`src/rtl/ysyx_22050368_wbck.sv`:
```
// Write-back arbiter and output stage for the integer register file write port.
// Merges single-cycle ALU results and long-latency LSU results over valid/ready.
// A one-entry ALU skid buffer parks an ALU result that loses to the LSU.
// A starvation counter guarantees the buffer drains within two cycles of LSU traffic.
// Optional feature macro: YSYX_22050368_WBCK_FWD_EN adds combinational forwarding ports.

`ifndef XLEN
`define XLEN 32
`endif
`ifndef RFIDX_WIDTH
`define RFIDX_WIDTH 5
`endif

module ysyx_22050368_wbck #(
  parameter int unsigned XW = `XLEN,
  parameter int unsigned IW = `RFIDX_WIDTH
) (
  input  logic          clk,
  input  logic          rst,
  input  logic          alu_wbck_i_valid,
  output logic          alu_wbck_i_ready,
  input  logic          alu_wbck_i_wen,
  input  logic [IW-1:0] alu_wbck_i_idx,
  input  logic [XW-1:0] alu_wbck_i_dat,
  input  logic          lsu_wbck_i_valid,
  output logic          lsu_wbck_i_ready,
  input  logic          lsu_wbck_i_wen,
  input  logic [IW-1:0] lsu_wbck_i_idx,
  input  logic [XW-1:0] lsu_wbck_i_dat,
`ifdef YSYX_22050368_WBCK_FWD_EN
  input  logic [IW-1:0] fwd_rs1_idx,
  input  logic [IW-1:0] fwd_rs2_idx,
  output logic          fwd_rs1_hit,
  output logic          fwd_rs2_hit,
  output logic [XW-1:0] fwd_rs1_dat,
  output logic [XW-1:0] fwd_rs2_dat,
`endif
  output logic          wbck_dest_wen,
  output logic [IW-1:0] wbck_dest_idx,
  output logic [XW-1:0] wbck_dest_dat
);

  localparam int unsigned SCNT_W   = 2;
  localparam logic [SCNT_W-1:0] SCNT_MAX = SCNT_W'(2);

  typedef enum logic {
    EMPTY = 1'b0,
    FULL  = 1'b1
  } buf_state_e;

  buf_state_e        buf_state, buf_state_nxt;
  logic [SCNT_W-1:0] scnt, scnt_nxt;
  logic              buf_load;

  logic              buf_wen;
  logic [IW-1:0]     buf_idx;
  logic [XW-1:0]     buf_dat;

  logic              buf_full;
  logic              starve;
  logic              alu_fire;
  logic              lsu_fire;
  logic              sel_buf;
  logic              sel_lsu;
  logic              sel_alu;

  logic              win_vld;
  logic              win_wen;
  logic [IW-1:0]     win_idx;
  logic [XW-1:0]     win_dat;

  // Readies depend only on state and reset, never on the valids
  assign buf_full         = (buf_state == FULL);
  assign starve           = buf_full && (scnt == SCNT_MAX);
  assign alu_wbck_i_ready = !rst && !buf_full;
  assign lsu_wbck_i_ready = !rst && !starve;

  assign alu_fire = alu_wbck_i_valid && alu_wbck_i_ready;
  assign lsu_fire = lsu_wbck_i_valid && lsu_wbck_i_ready;

  // Priority: starved buffer, then LSU, then buffer, then a fresh ALU result
  assign sel_buf = starve || (buf_full && !lsu_fire);
  assign sel_lsu = !starve && lsu_fire;
  assign sel_alu = !buf_full && !lsu_fire && alu_fire;

  // Winner payload mux
  always_comb begin
    win_vld = 1'b0;
    win_wen = 1'b0;
    win_idx = '0;
    win_dat = '0;
    if (sel_buf) begin
      win_vld = 1'b1;
      win_wen = buf_wen;
      win_idx = buf_idx;
      win_dat = buf_dat;
    end else if (sel_lsu) begin
      win_vld = 1'b1;
      win_wen = lsu_wbck_i_wen;
      win_idx = lsu_wbck_i_idx;
      win_dat = lsu_wbck_i_dat;
    end else if (sel_alu) begin
      win_vld = 1'b1;
      win_wen = alu_wbck_i_wen;
      win_idx = alu_wbck_i_idx;
      win_dat = alu_wbck_i_dat;
    end
  end

  // Skid buffer next state and starvation counter update
  always_comb begin
    buf_state_nxt = buf_state;
    scnt_nxt      = scnt;
    buf_load      = 1'b0;
    case (buf_state)
      EMPTY: begin
        scnt_nxt = '0;
        if (alu_fire && lsu_fire) begin
          buf_state_nxt = FULL;
          buf_load      = 1'b1;
        end
      end
      FULL: begin
        if (sel_buf) begin
          buf_state_nxt = EMPTY;
          scnt_nxt      = '0;
        end else if (sel_lsu && (scnt != SCNT_MAX)) begin
          scnt_nxt = scnt + SCNT_W'(1);
        end
      end
      default: begin
        buf_state_nxt = EMPTY;
        scnt_nxt      = '0;
      end
    endcase
  end

  // State and counter registers
  always_ff @(posedge clk or posedge rst) begin
    if (rst) begin
      buf_state <= EMPTY;
      scnt      <= '0;
    end else begin
      buf_state <= buf_state_nxt;
      scnt      <= scnt_nxt;
    end
  end

  // Skid buffer payload capture
  always_ff @(posedge clk or posedge rst) begin
    if (rst) begin
      buf_wen <= 1'b0;
      buf_idx <= '0;
      buf_dat <= '0;
    end else if (buf_load) begin
      buf_wen <= alu_wbck_i_wen;
      buf_idx <= alu_wbck_i_idx;
      buf_dat <= alu_wbck_i_dat;
    end
  end

  // Registered regfile write port; writes to x0 are suppressed
  always_ff @(posedge clk or posedge rst) begin
    if (rst) begin
      wbck_dest_wen <= 1'b0;
      wbck_dest_idx <= '0;
      wbck_dest_dat <= '0;
    end else begin
      wbck_dest_wen <= win_vld && win_wen && (win_idx != IW'(0));
      if (win_vld) begin
        wbck_dest_idx <= win_idx;
        wbck_dest_dat <= win_dat;
      end
    end
  end

`ifdef YSYX_22050368_WBCK_FWD_EN
  // Same-cycle forwarding of the write being presented to the regfile
  assign fwd_rs1_hit = wbck_dest_wen && (wbck_dest_idx == fwd_rs1_idx);
  assign fwd_rs2_hit = wbck_dest_wen && (wbck_dest_idx == fwd_rs2_idx);
  assign fwd_rs1_dat = wbck_dest_dat;
  assign fwd_rs2_dat = wbck_dest_dat;
`endif

endmodule
```
`config.mk`:
```
export PLATFORM = sky130hd
export DESIGN_NAME = ysyx_22050368_wbck
export DESIGN_NICKNAME = d
export VERILOG_FILES = /design/src/rtl/ysyx_22050368_wbck.sv
export SDC_FILE = /design/constraint.sdc
export NUM_CORES = 1
export LEC_CHECK = 0
export ABC_AREA = 1
export BUFFER_PORTS_ARGS = -buffer_cell sky130_fd_sc_hd__buf_4
export CAP_MARGIN = 20
export CELL_PAD_IN_SITES_DETAIL_PLACEMENT = 1
export CELL_PAD_IN_SITES_GLOBAL_PLACEMENT = 1
export CORE_MARGIN = 5
export CORE_UTILIZATION = 30
export CTS_CLUSTER_DIAMETER = 30
export CTS_CLUSTER_SIZE = 10
export DETAILED_ROUTE_END_ITERATION = 10
export PLACE_DENSITY = 0.66
export SLEW_MARGIN = 5
export SYNTH_ARGS = -nofsm -noshare
export SYNTH_HDL_FRONTEND = slang
export SYNTH_SLANG_ARGS = --single-unit
```
`constraint.sdc`:
```
create_clock -name clk -period 5 [get_ports clk]
set_input_delay 1.5 -clock clk [delete_from_list [all_inputs] [get_ports clk]]
set_output_delay 1.5 -clock clk [all_outputs]
set_load 0.03 [all_outputs]
```
### Yosys cells after proc, flatten, opt, wreduce, memory -nomap -nowiden

Cells that the tools add are included.
Widths: inputs -> output; s select.

* output and inout bits: 40
* bits in latches: 0
* bits in writable memories: 0
* input port bits: 80
* memories kept: 0
* register bits after elaboration: 79
* ROM bits: 0

* equal/unequal tests: 3
* bitwise gates (word level): 1
* magnitude comparators: 0
* add/sub/neg operators: 1
* shift operators: 0
* reduce and logical (&&, ||, !) cells: 19
* div/mod/pow operators: 0
* muxes and demuxes: 19
* $mul: 0

Operators by type and width (number)
* $mux 32: 3
* $mux 5: 3
* $logic_and 1x1->1: 13
* $mux 1: 9
* $reduce_bool 5->1: 1
* $logic_not 1->1: 4
* $mux 2: 2
* $pmux 2 s2: 1
* $ne 3x1->1 const B: 1
* $add 2x1->2 const B: 1
* $eq 2x2->1 const B: 1
* $ne 2x2->1 const B: 1
* $pmux 1 s2: 1
* $logic_or 1x1->1: 1
* $not 1->1: 1

### Longest topological paths before layout

* depth in word-level cells: 13
* mapped depth: 11

### Worst setup path before layout

No wires, ideal clock.

* kind: input-to-reg
* start: in rst
* end: reg wbck_dest_dat[10]
* library setup time: 90 ps
* setup slack: 701 ps
* stages on the path: 6
* data arrival time: 4209 ps
* buffers on the path: 1
* cells stage by stage: inv_1 -> nand3_1 -> inv_2 -> clkbuf_1 -> nand2_1 -> o2111ai_1

* cells in the longest elaborated chain, start to end: 9

Ends and longest elaborated chain
* start: declaration: RTL line 19 `input logic rst,`
* $logic_not 1->1 (no source line) *
* $logic_and 1x1->1: RTL line 76 `assign lsu_wbck_i_ready = !rst && !starve;`
* $logic_and 1x1->1: RTL line 79 `assign lsu_fire = lsu_wbck_i_valid && lsu_wbck_i_ready;`
* $logic_not 1->1: RTL line 82, 84
* $logic_and 1x1->1 (2 in a row): RTL line 84 `assign sel_alu = !buf_full && !lsu_fire && alu_fire;`
* $mux 32 / $mux 1 (equally long branches): RTL line 102 `end else if (sel_alu) begin`
* $mux 32 / $mux 1 (equally long branches): RTL line 97 `end else if (sel_lsu) begin`
* $mux 32 / $mux 1 (equally long branches): RTL line 92 `if (sel_buf) begin`
* end signal: assignment: RTL line 172 `wbck_dest_dat <= win_dat;`
* end: declaration: RTL line 40 `output logic [XW-1:0] wbck_dest_dat`

Every way passes the cells marked *; elsewhere a longest branch is shown, timed or not.
A chain may end at the register's enable or synchronous reset.

### Final worst setup path

* start: in rst
* end: out alu_wbck_i_ready

* cells in the longest elaborated chain, start to end: 2

Ends and longest elaborated chain
* $logic_not 1->1 (no source line)
* $logic_and 1x1->1: RTL line 75 `assign alu_wbck_i_ready = !rst && !buf_full;`
* end: declaration: RTL line 21 `output logic alu_wbck_i_ready,`

Every way passes these cells.

==> results.json <==
{
  "drc": 0,
  "postRouteWirelength_um": 10600,
  "hold_path.class": "reg2reg",
  "hold_start": "scnt[0]$_DFFE_PP0P_",
  "syn_nets": 488,
  "syn-instance-count": 407,
  "cts_buffers": 9,
  "postRouteAntennaNets": 0,
  "syn-cell-area_mm2": 0.00361,
  "p_per_area_mw_per_mm2": 399,
  "cp.required_ps": 3500,
  "grt_pass1_wl_um": 18100,
  "final_nets": 600,
  "layout_common_cells": "160 x nand2_1, 120 x buf_4, 79 x dfrtp_1, 39 x inv_1, 32 x o2111ai_1",
  "layout.cells.non_filler": 669,
  "drt_iter0_markers": 137,
  "ios": 120,
  "die_area_mm2": 0.0143,
  "critPathMaxFanout": 7,
  "start_util": 0.303,
  "cts-root-buf": "clkbuf_16",
  "fin_tns_setup_ps": 0,
  "viasPerCell": 4.80,
  "portBuffers": 119,
  "synth_cell_types": 23,
  "grt_pass1_vias": 3626,
  "htree_levels": 3,
  "fin_area_mm2": 0.00486,
  "tritoncts": "done",
  "reg2reg_depth": 9,
  "diodes": 0,
  "fp.dieW_um": 120,
  "postSynthRegisterBits": 79,
  "ctsResizeCount": 0,
  "max_freq_mhz": 282,
  "die_y_um": 120,
  "p_leak_uw": 0.00242,
  "rsz0062_at_grt": "no",
  "cts-hold-fix-buffers": 0,
  "fin_skew_ps": 9.59,
  "vias": 3213,
  "finalHoldViolations": 0,
  "final_common_cell": "nand2_1",
  "cpMostUsedCell": "buf_4",
  "grt_usage": 0.157,
  "ir_drop_mv": 0.135,
  "gr-total-overflow": 0,
  "critPathSlowestCell": "nor2_4",
  "synth_warnings": 0,
  "cts_num_sinks": 79,
  "clk-insertion-delay-late_ps": 330,
  "r2r_end": "wbck_dest_dat[14]$_DFFE_PP0P_",
  "grt_max_degree": 61,
  "fp.coreArea_mm2": 0.0119,
  "start_kind": "input port",
  "slew_headroom": 0.492,
  "placed_cell_area_mm2": 0.00456,
  "clkTransAtPathRegs_ps": 50,
  "timing_worst_slew_pin_value_ps": 759,
  "rows": 40,
  "post_cts_buffers": 0,
  "cp.arrival_ps": 2050,
  "crit_end": "alu_wbck_i_ready",
  "dp_hpwl_um": 7170,
  "startpoint": "rst",
  "wl_per_cell_um": 15.9,
  "grt_antenna_before_repair": 0,
  "dr.pass1.iters": 4,
  "slowest_delay_ps": 210,
  "status": "finished clean",
  "rrSetupSlack_ps": 2560,
  "gp_congestion": 0.758,
  "worstSetupPathType": "in2out",
  "max_cap_violations": 0,
  "fin_crit_sh": 0.710,
  "period_needed_ps": 3550,
  "r2r_start": "scnt[0]$_DFFE_PP0P_",
  "dp.cells": 655,
  "ys_seq_area_frac": 0.547,
  "final_layout_size_suffix_gt1_frac": 0.297,
  "max-clock-path-buffers": 2,
  "slew_violations": 0,
  "setup_violations": 0,
  "syn_avg_cell_area_um2": 8.88,
  "syn_to_final_growth_pct": 34.6,
  "cp_cell_sequence": "buf_4, nor2_4, buf_4",
  "end_kind": "output port"
}
## how the worst min path moves through the flow
stage / cells after the start / end
3_3_place_gp: 1 / scnt[0]$_DFFE_PP0P_
2_1_floorplan: 1 / scnt[0]$_DFFE_PP0P_
3_5_place_dp: 1 / scnt[0]$_DFFE_PP0P_
4_1_cts: 1 / scnt[0]$_DFFE_PP0P_
5_1_grt: 1 / scnt[0]$_DFFE_PP0P_
6_report: 1 / scnt[0]$_DFFE_PP0P_
## critical path: cells and delay by family
kind	cells	cell delay [ps]
and+or+nand+nor	1	210
buffers and inverters	2	330
## kinds of logic (layout without fill, tap and decap cells)
kind of cell / count (synthesis) / count (layout) / synth area share
AND/OR/NAND/NOR: 192 / 192 / 0.223
AO/OA/AOI/OAI: 71 / 71 / 0.141
adder cells (fa/ha/maj): 1 / 1 / 0.00346
buffers and inverters: 64 / 179 / 0.0849
flip-flops: 79 / 79 / 0.547
## power by group
group          internal (µW)  total [µW]  switching [µW]
combinational            172         451             279
sequential               751         804            52.9
clock                    431         685             254
## metal layers
metal / GRT usage / up-vias / wire [µm]
met4: 0.0351 / 0 / 117
met3: 0.0500 / 10 / 570
met5: 0 / - / 0
li1: - / 1549 / -
met2: 0.264 / 81 / 5070
met1: 0.198 / 1573 / 4860
## synthesized netlist by cell type (all sizes together)
master	instances	area share
nand2	163	0.17
a21oi	2	0.0028
o2111ai	32	0.078
nand4	8	0.014
ha	1	0.0035
clkbuf	4	0.0045
dfrtp	79	0.55
nor2	18	0.030
nand3	3	0.0055
o21ai	37	0.061
buf	15	0.034
inv	45	0.047
## state kept, by name, indices dropped and copies added (netlist names)
signal / cells
buf_idx: 5
buf_full: 1
wbck_dest_idx: 5
wbck_dest_wen: 1
buf_dat: 32
scnt: 2
buf_wen: 1
wbck_dest_dat: 32
## area by class of cell
cell class	instances	area [µm²]
Multi-Input combinational cell	264	1330
Inverter	45	170
Timing Repair Buffer	120	901
Tap cell	147	184
Clock inverter	4	72.6
Sequential cell	79	1980
Clock buffer	10	229
Fill cell	1434	7050
## per-stage QoR
stage | power (µW) | hold slack [ps] | setup slack, ps | util
2_1_floorplan | 1080 | 403 | 701 | -
5_1_grt | 2060 | 448 | 1430 | 0.408
4_1_cts | 1970 | 427 | 1460 | 0.408
3_5_place_dp | 1270 | 419 | 1420 | 0.383
3_3_place_gp | 1260 | 417 | 1360 | 0.383
6_report | 1940 | 422 | 1450 | 0.408
(Power assumes the default switching activity.)
